**config.mk**
```make
export PLATFORM = sky130hd
export DESIGN_NAME = cellrv32_xbus_arbiter
export DESIGN_NICKNAME = d
export VERILOG_FILES = /design/src/rtl/cellrv32_xbus_arbiter.sv
export SDC_FILE = /design/constraint.sdc
export NUM_CORES = 1
export LEC_CHECK = 0
export BUFFER_PORTS_ARGS = -buffer_cell sky130_fd_sc_hd__clkbuf_2
export CAP_MARGIN = 5
export CORE_MARGIN = 2
export CORE_UTILIZATION = 40
export CTS_CLUSTER_SIZE = 12
export DETAILED_ROUTE_END_ITERATION = 6
export GPL_TIMING_DRIVEN = 0
export PLACE_DENSITY = 0.69
export SYNTH_ARGS = -nofsm -noshare
export SYNTH_HDL_FRONTEND = slang
export SYNTH_SLANG_ARGS = --single-unit
```
**constraint.sdc**
```tcl
create_clock -name clk_i -period 7.85 [get_ports clk_i]
set_input_delay 1.1775 -clock clk_i [delete_from_list [all_inputs] [get_ports clk_i]]
set_output_delay 1.1775 -clock clk_i [all_outputs]
set_load 0.02 [all_outputs]
```
**src/rtl/cellrv32_xbus_arbiter.sv**
```systemverilog
// rtl/cellrv32_xbus_arbiter.sv - two-host (data/instruction) to single downstream bus arbiter
// Each host owns a one-deep pending buffer; grants go fixed-priority (A) or round-robin.
module cellrv32_xbus_arbiter #(
    parameter logic RR_EN = 1'b0
) (
    input  logic        clk_i,
    input  logic        rst_i,

    input  logic [31:0] a_addr_i,
    input  logic        a_rden_i,
    input  logic        a_wren_i,
    input  logic [3:0]  a_ben_i,
    input  logic [31:0] a_data_i,
    input  logic        a_src_i,
    input  logic        a_priv_i,
    output logic [31:0] a_data_o,
    output logic        a_ack_o,
    output logic        a_err_o,

    input  logic [31:0] b_addr_i,
    input  logic        b_rden_i,
    input  logic        b_wren_i,
    input  logic [3:0]  b_ben_i,
    input  logic [31:0] b_data_i,
    input  logic        b_src_i,
    input  logic        b_priv_i,
    output logic [31:0] b_data_o,
    output logic        b_ack_o,
    output logic        b_err_o,

    output logic [31:0] x_addr_o,
    output logic [31:0] x_data_o,
    output logic [3:0]  x_ben_o,
    output logic        x_rden_o,
    output logic        x_wren_o,
    output logic        x_src_o,
    output logic        x_priv_o,
    input  logic [31:0] x_data_i,
    input  logic        x_ack_i,
    input  logic        x_err_i,
    input  logic        x_tmo_i,

    output logic        busy_o
);

    typedef enum logic [1:0] {
        IDLE   = 2'd0,
        BUSY_A = 2'd1,
        BUSY_B = 2'd2
    } state_t;

    typedef struct packed {
        logic        we;
        logic [31:0] addr;
        logic [3:0]  ben;
        logic [31:0] wdata;
        logic        src;
        logic        priv;
    } req_t;

    state_t state;
    req_t   buf_a;
    req_t   buf_b;
    req_t   req_a;
    req_t   req_b;
    req_t   gnt_req;
    logic   pend_a;
    logic   pend_b;
    logic   last_b;

    logic   resp;
    logic   done_a;
    logic   done_b;
    logic   arb;
    logic   pick_a;
    logic   pick_b;
    logic   take_a;
    logic   take_b;

    // A set rden+wren pair is captured as a write.
    assign req_a = {a_wren_i, a_addr_i, a_ben_i, a_data_i, a_src_i, a_priv_i};
    assign req_b = {b_wren_i, b_addr_i, b_ben_i, b_data_i, b_src_i, b_priv_i};

    assign resp   = x_ack_i | x_err_i | x_tmo_i;
    assign done_a = (state == BUSY_A) & resp;
    assign done_b = (state == BUSY_B) & resp;
    assign arb    = (state == IDLE) | done_a | done_b;

    // With both pending, round-robin hands the bus to whoever was not served last.
    assign pick_a  = pend_a & (~pend_b | ~RR_EN | last_b);
    assign pick_b  = pend_b & ~pick_a;
    assign gnt_req = pick_a ? buf_a : buf_b;

    // A host may queue its next access in the very cycle its current one completes.
    assign take_a = (a_rden_i | a_wren_i) & ((~pend_a & (state != BUSY_A)) | done_a);
    assign take_b = (b_rden_i | b_wren_i) & ((~pend_b & (state != BUSY_B)) | done_b);

    assign a_err_o  = (state == BUSY_A) & (x_err_i | x_tmo_i);
    assign a_ack_o  = (state == BUSY_A) & x_ack_i & ~x_err_i & ~x_tmo_i;
    assign a_data_o = a_ack_o ? x_data_i : 32'h0;

    assign b_err_o  = (state == BUSY_B) & (x_err_i | x_tmo_i);
    assign b_ack_o  = (state == BUSY_B) & x_ack_i & ~x_err_i & ~x_tmo_i;
    assign b_data_o = b_ack_o ? x_data_i : 32'h0;

    assign busy_o = (state != IDLE);

    always_ff @(posedge clk_i or posedge rst_i) begin
        if (rst_i) begin
            state    <= IDLE;
            pend_a   <= 1'b0;
            pend_b   <= 1'b0;
            buf_a    <= '0;
            buf_b    <= '0;
            last_b   <= 1'b1;
            x_addr_o <= 32'h0;
            x_data_o <= 32'h0;
            x_ben_o  <= 4'h0;
            x_rden_o <= 1'b0;
            x_wren_o <= 1'b0;
            x_src_o  <= 1'b0;
            x_priv_o <= 1'b0;
        end else begin
            x_rden_o <= 1'b0;
            x_wren_o <= 1'b0;

            if (arb) begin
                if (pick_a || pick_b) begin
                    state    <= pick_a ? BUSY_A : BUSY_B;
                    last_b   <= pick_b;
                    x_addr_o <= gnt_req.addr;
                    x_data_o <= gnt_req.wdata;
                    x_ben_o  <= gnt_req.ben;
                    x_src_o  <= gnt_req.src;
                    x_priv_o <= gnt_req.priv;
                    x_rden_o <= ~gnt_req.we;
                    x_wren_o <= gnt_req.we;
                    if (pick_a) begin
                        pend_a <= 1'b0;
                    end else begin
                        pend_b <= 1'b0;
                    end
                end else begin
                    state <= IDLE;
                end
            end

            if (take_a) begin
                pend_a <= 1'b1;
                buf_a  <= req_a;
            end
            if (take_b) begin
                pend_b <= 1'b1;
                buf_b  <= req_b;
            end
        end
    end

endmodule

```
-- After elaboration in Yosys (flattened, before gate mapping)
Index checks and enable logic that the tools add are counted.
- input bits: 181
- word-level logic and storage cells: 82
- bits in registers: 218
- eq/ne operators: 5
- bitwise operators: 29
- reduce and logical (&&, ||, !) cells: 10
- muxes and demuxes: 16
- operators by type and width (kind ; count):
    $mux W71 ; 1
    $mux W32 ; 2
    $and A1 B1 Y1 ; 15
    $mux W1 ; 11
    $reduce_bool A2 Y1 ; 5
    $or A1 B1 Y1 ; 9
    $not A1 Y1 ; 5
    $mux W2 ; 2
    $ne A2 B1 Y1 const B ; 2
    $reduce_and A2 Y1 ; 2
    $reduce_and A3 Y1 ; 1
    $eq A2 B1 Y1 const B ; 1
    $eq A2 B2 Y1 const B ; 1
    $logic_not A2 Y1 ; 1
    $ne A2 B2 Y1 const B ; 1
    $logic_or A1 B1 Y1 ; 1

-- Depth between registers and ports, before layout
- depth in word-level cells: 7
- mapped depth: 7
- depth with buffers taken out: 4

-- Least setup slack after synthesis
Ideal clock, no wire load.
- kind: input -> output
- start point: in x_tmo_i
- end point: out a_data_o[22]
- cell stages on the path: 4
- arrival time: 2210 ps
- path slack: 4462 ps
- required time: 6673 ps
- cell sequence: nor2_1 > and3_1 > clkbuf_1 > and2_1
- word-level cells in the longest chain between the ends: 3
- RTL lines (item ; RTL line ; RTL):
    start: declaration ; 41 ; input logic x_tmo_i,
    $not A1 Y1 ; 99 ; assign a_ack_o = (state == BUSY_A) & x_ack_i & ~x_err_i & ~x_tmo_i;
    $and A1 B1 Y1 ; 99 ;
    named net a_ack_o ; 17 ; output logic a_ack_o,
    $mux W32 ; 100 ; assign a_data_o = a_ack_o ? x_data_i : 32'h0;
    end: declaration ; 16 ; output logic [31:0] a_data_o,
The timed path passes the listed nets, and every way through them passes these cells.

-- Final worst setup path
- start point: in x_tmo_i
- end point: out a_data_o[17]
- word-level cells in the longest chain between the ends: 3
- RTL lines (item ; RTL line):
    $not A1 Y1 ; 99
    $and A1 B1 Y1 ; 99
    $mux W32 ; 100
Every way passes these cells.

==> flow_metrics.env <==
export IMPL_status="finished clean"
export IMPL_power_density_nw_per_um2=468
export IMPL_track_usage_pct=20.8
export IMPL_hp_start="x_ben_o[2]"
export IMPL_final_core_util_pct=53.1
export IMPL_synth_edf_count=0
export IMPL_grt_pass1_wl_mm=42.8
export IMPL_wl_per_cell_um=18.8
export IMPL_io_buffers=321
export IMPL_syn_mean_instance_area_um2=12.8
export IMPL_dieArea_um2=25500
export IMPL_finalSetupViolCount=0
export IMPL_vias_per_cell=5.17
export IMPL_synth_seq_cells=218
export IMPL_clock_latency_ps=510
export IMPL_root_buffer="clkbuf_16"
export IMPL_core_um2=23600
export IMPL_m1WireLength_mm=12.4
export IMPL_tightest_slew_ps=774
export IMPL_post_cts_buffers=0
export IMPL_grt_pass1_vias=7675
export IMPL_area_delta_synth_final_pct=29.5
export IMPL_clock_skew_ps=7.99
export IMPL_fillers=2125
export IMPL_place_congestion=0.822
export IMPL_ir_drop_v=0.000223
export IMPL_final_antenna_net_count=0
export IMPL_start_util_pct=41.0
export IMPL_syn_inst=758
export IMPL_async_reset_ff_share_pct=100
export IMPL_drt_first_pass_iters=4
export IMPL_slew_viol_final=0
export IMPL_clockBufferDepth=3
export IMPL_regArea_um2=5460
export IMPL_setup_worst_path_class="input port to output port"
export IMPL_power_mw=5.87
export IMPL_clkTransAtPathRegs_ps=60
export IMPL_cp_required_ps=6670
export IMPL_fin_crit_sh_pct=48.3
export IMPL_hpwl_mm=19.6
export IMPL_hold_violations=0
export IMPL_dieHeight_um=160
export IMPL_first_iter_violations=391
export IMPL_maxSlewHeadroom_pct=48.4
export IMPL_nets=1287
export IMPL_fin_crit_ps=3790
export IMPL_yosys_warnings=0
export IMPL_grt_overflow=0
export IMPL_synth_nets=939
export IMPL_multi_input_area_um2=3790
export IMPL_p_leak_nw=5.77
export IMPL_critPathCaptureType="output port"
export IMPL_ys_seq_area_share_pct=56.4
export IMPL_antenna_found_initial=3
export IMPL_wl_met3_mm=1.85
export IMPL_regToRegStartpoint="state[0]"
export IMPL_cts_sinks=218
export IMPL_tritoncts="built"
export IMPL_drc_errors=0
export IMPL_drt_total_wl_mm=27.1
export IMPL_grt_max_degree=111
export IMPL_cts_htree_levels=1
export IMPL_start_kind="input port"
export IMPL_rows=56
export IMPL_netlist_cell_type_count=33
export IMPL_netlist_area_um2=9680
export IMPL_max_cap_violations=0
export IMPL_crit_arrival_ps=2620
export IMPL_synth_ff_type="dfrtp_1"
export IMPL_cts_hold_buf=0
export IMPL_num_vias=7443
export IMPL_cp_startpoint="x_tmo_i"
export IMPL_wl_met2_mm=12.3
export IMPL_crit_fanout=10
export IMPL_cts_resized_gates=0
export IMPL_fmax_ghz=0.264
export IMPL_numCtsBuffers=24
export IMPL_drive_gt1_share_pct=50.3
export IMPL_rsz0062_at_grt="no"
export IMPL_hold_class="flop to flop"
export IMPL_io_pins=322
export IMPL_fp_dieW_um=160
export IMPL_top_layer="met5"
[Yosys cell counts (2+ instances only)]
cell	n	area, um^2
nand2_1	3	11.3
nand2b_1	33	206
mux2_2	140	1580
dfrtp_1	218	5460
buf_4	6	45.0
and3_1	3	18.8
o22ai_2	23	288
o2bb2ai_1	9	78.8
nor2b_1	4	25.0
or4b_1	2	20.0
nor3_1	3	15.0
o22ai_1	99	619
and2_1	64	400
buf_2	9	45.0
buf_6	21	236
a22o_1	2	17.5
clkbuf_1	26	97.6
a22oi_1	10	75.1
o21a_1	2	15.0
nor2_1	4	15.0
mux2i_1	2	20.0
a21oi_1	64	320
[registers in the layout (all words and copies together) (netlist names)]
| signal | flops |
|---|---|
| x_wren_o | 1 |
| buf_a | 71 |
| x_src_o | 1 |
| pend_a | 1 |
| buf_b | 71 |
| x_rden_o | 1 |
| state | 2 |
| x_ben_o | 4 |
| x_data_o | 32 |
| x_addr_o | 32 |
| x_priv_o | 1 |
| pend_b | 1 |
[final timing paths]
check / to / slack, ps / cells after the start
setup / recovery: a_data_o[17] / 4060 / 6
hold reg to reg: x_ben_o[2] / 490 / 1
setup reg to reg: buf_a[40] / 5680 / 6
min in group asynchronous: buf_b[62] / 830 / 2
max in group asynchronous: buf_a[8] / 6010 / 3
hold / removal: x_ben_o[2] / 490 / 1
[power breakdown]
group	switching, mW	internal (mW)	leakage (nW)
clock network	0.440	0.695	0.396
logic	1.41	1.22	2.86
registers	0.380	1.72	2.52
[area by class of cell]
cell class	instances	share of cell area (%)
flip-flops and latches	218	43.5
multi-input cells	475	30.2
repair buffers	322	13.0
clock buffers	38	6.10
plain buffers	63	3.43
well taps	319	3.19
clock inverters	3	0.340
inverters	2	0.120
diodes	1	0.0200
[per-stage QoR]
step / hold WS, ps / setup TNS [ps] / cell area [um^2] / setup WS (ps) / instances
6_report: 489 / 0 / 12500 / 4060 / 1441
5_1_grt: 509 / 0 / 12500 / 3920 / 1440
4_1_cts: 492 / 0 / 12500 / 4100 / 1440
3_5_place_dp: 474 / 0 / 11700 / 4100 / 1399
3_3_place_gp: 472 / -408710 / 11700 / -1900 / 1398
2_1_floorplan: 471 / 0 / 9680 / 708 / 758
[worst max-delay path, stage by stage]
cell	delay (ps)
clkbuf_2	110
nor2_1	200
and3_1	300
clkbuf_1	380
and2_1	260
clkbuf_2	190
[metal layers]
metal	track usage, %	vias up
li1	-	3484
met4	4.21	2
met1	29.5	3700
met2	32.3	224
met5	0	-
met3	5.44	33
[cells by family (layout without fill, tap and decap cells)]
group / after synthesis / after routing / synth area share (%)
buffers and inverters: 65 / 428 / 4.51
other: 0 / 1 / 0
AO/OA/AOI/OAI: 212 / 212 / 14.8
multiplexers: 142 / 142 / 16.5
AND/OR/NAND/NOR: 121 / 121 / 7.80
flip-flops: 218 / 218 / 56.4
[layout by cell type, fill, tap and decap left out, types with 2 or more instances in the layout]
cell type / netlist / layout
buf_4: 6 / 6
a21oi_1: 64 / 64
nor2b_1: 4 / 4
nor2_1: 4 / 4
mux2_2: 140 / 140
and3_1: 3 / 3
clkbuf_16: 0 / 25
nor3_1: 3 / 3
a22o_1: 2 / 2
buf_6: 21 / 21
dfrtp_1: 218 / 218
nand2_1: 3 / 3
o2bb2ai_1: 9 / 9
a22oi_1: 10 / 10
mux2i_1: 2 / 2
o22ai_1: 99 / 99
or4b_1: 2 / 2
o21a_1: 2 / 2
nand2b_1: 33 / 33
clkbuf_2: 1 / 322
and2_1: 64 / 64
clkbuf_1: 26 / 30
o22ai_2: 23 / 23
buf_2: 9 / 9
clkbuf_8: 0 / 9
Power figures use the tool's default switching activity.
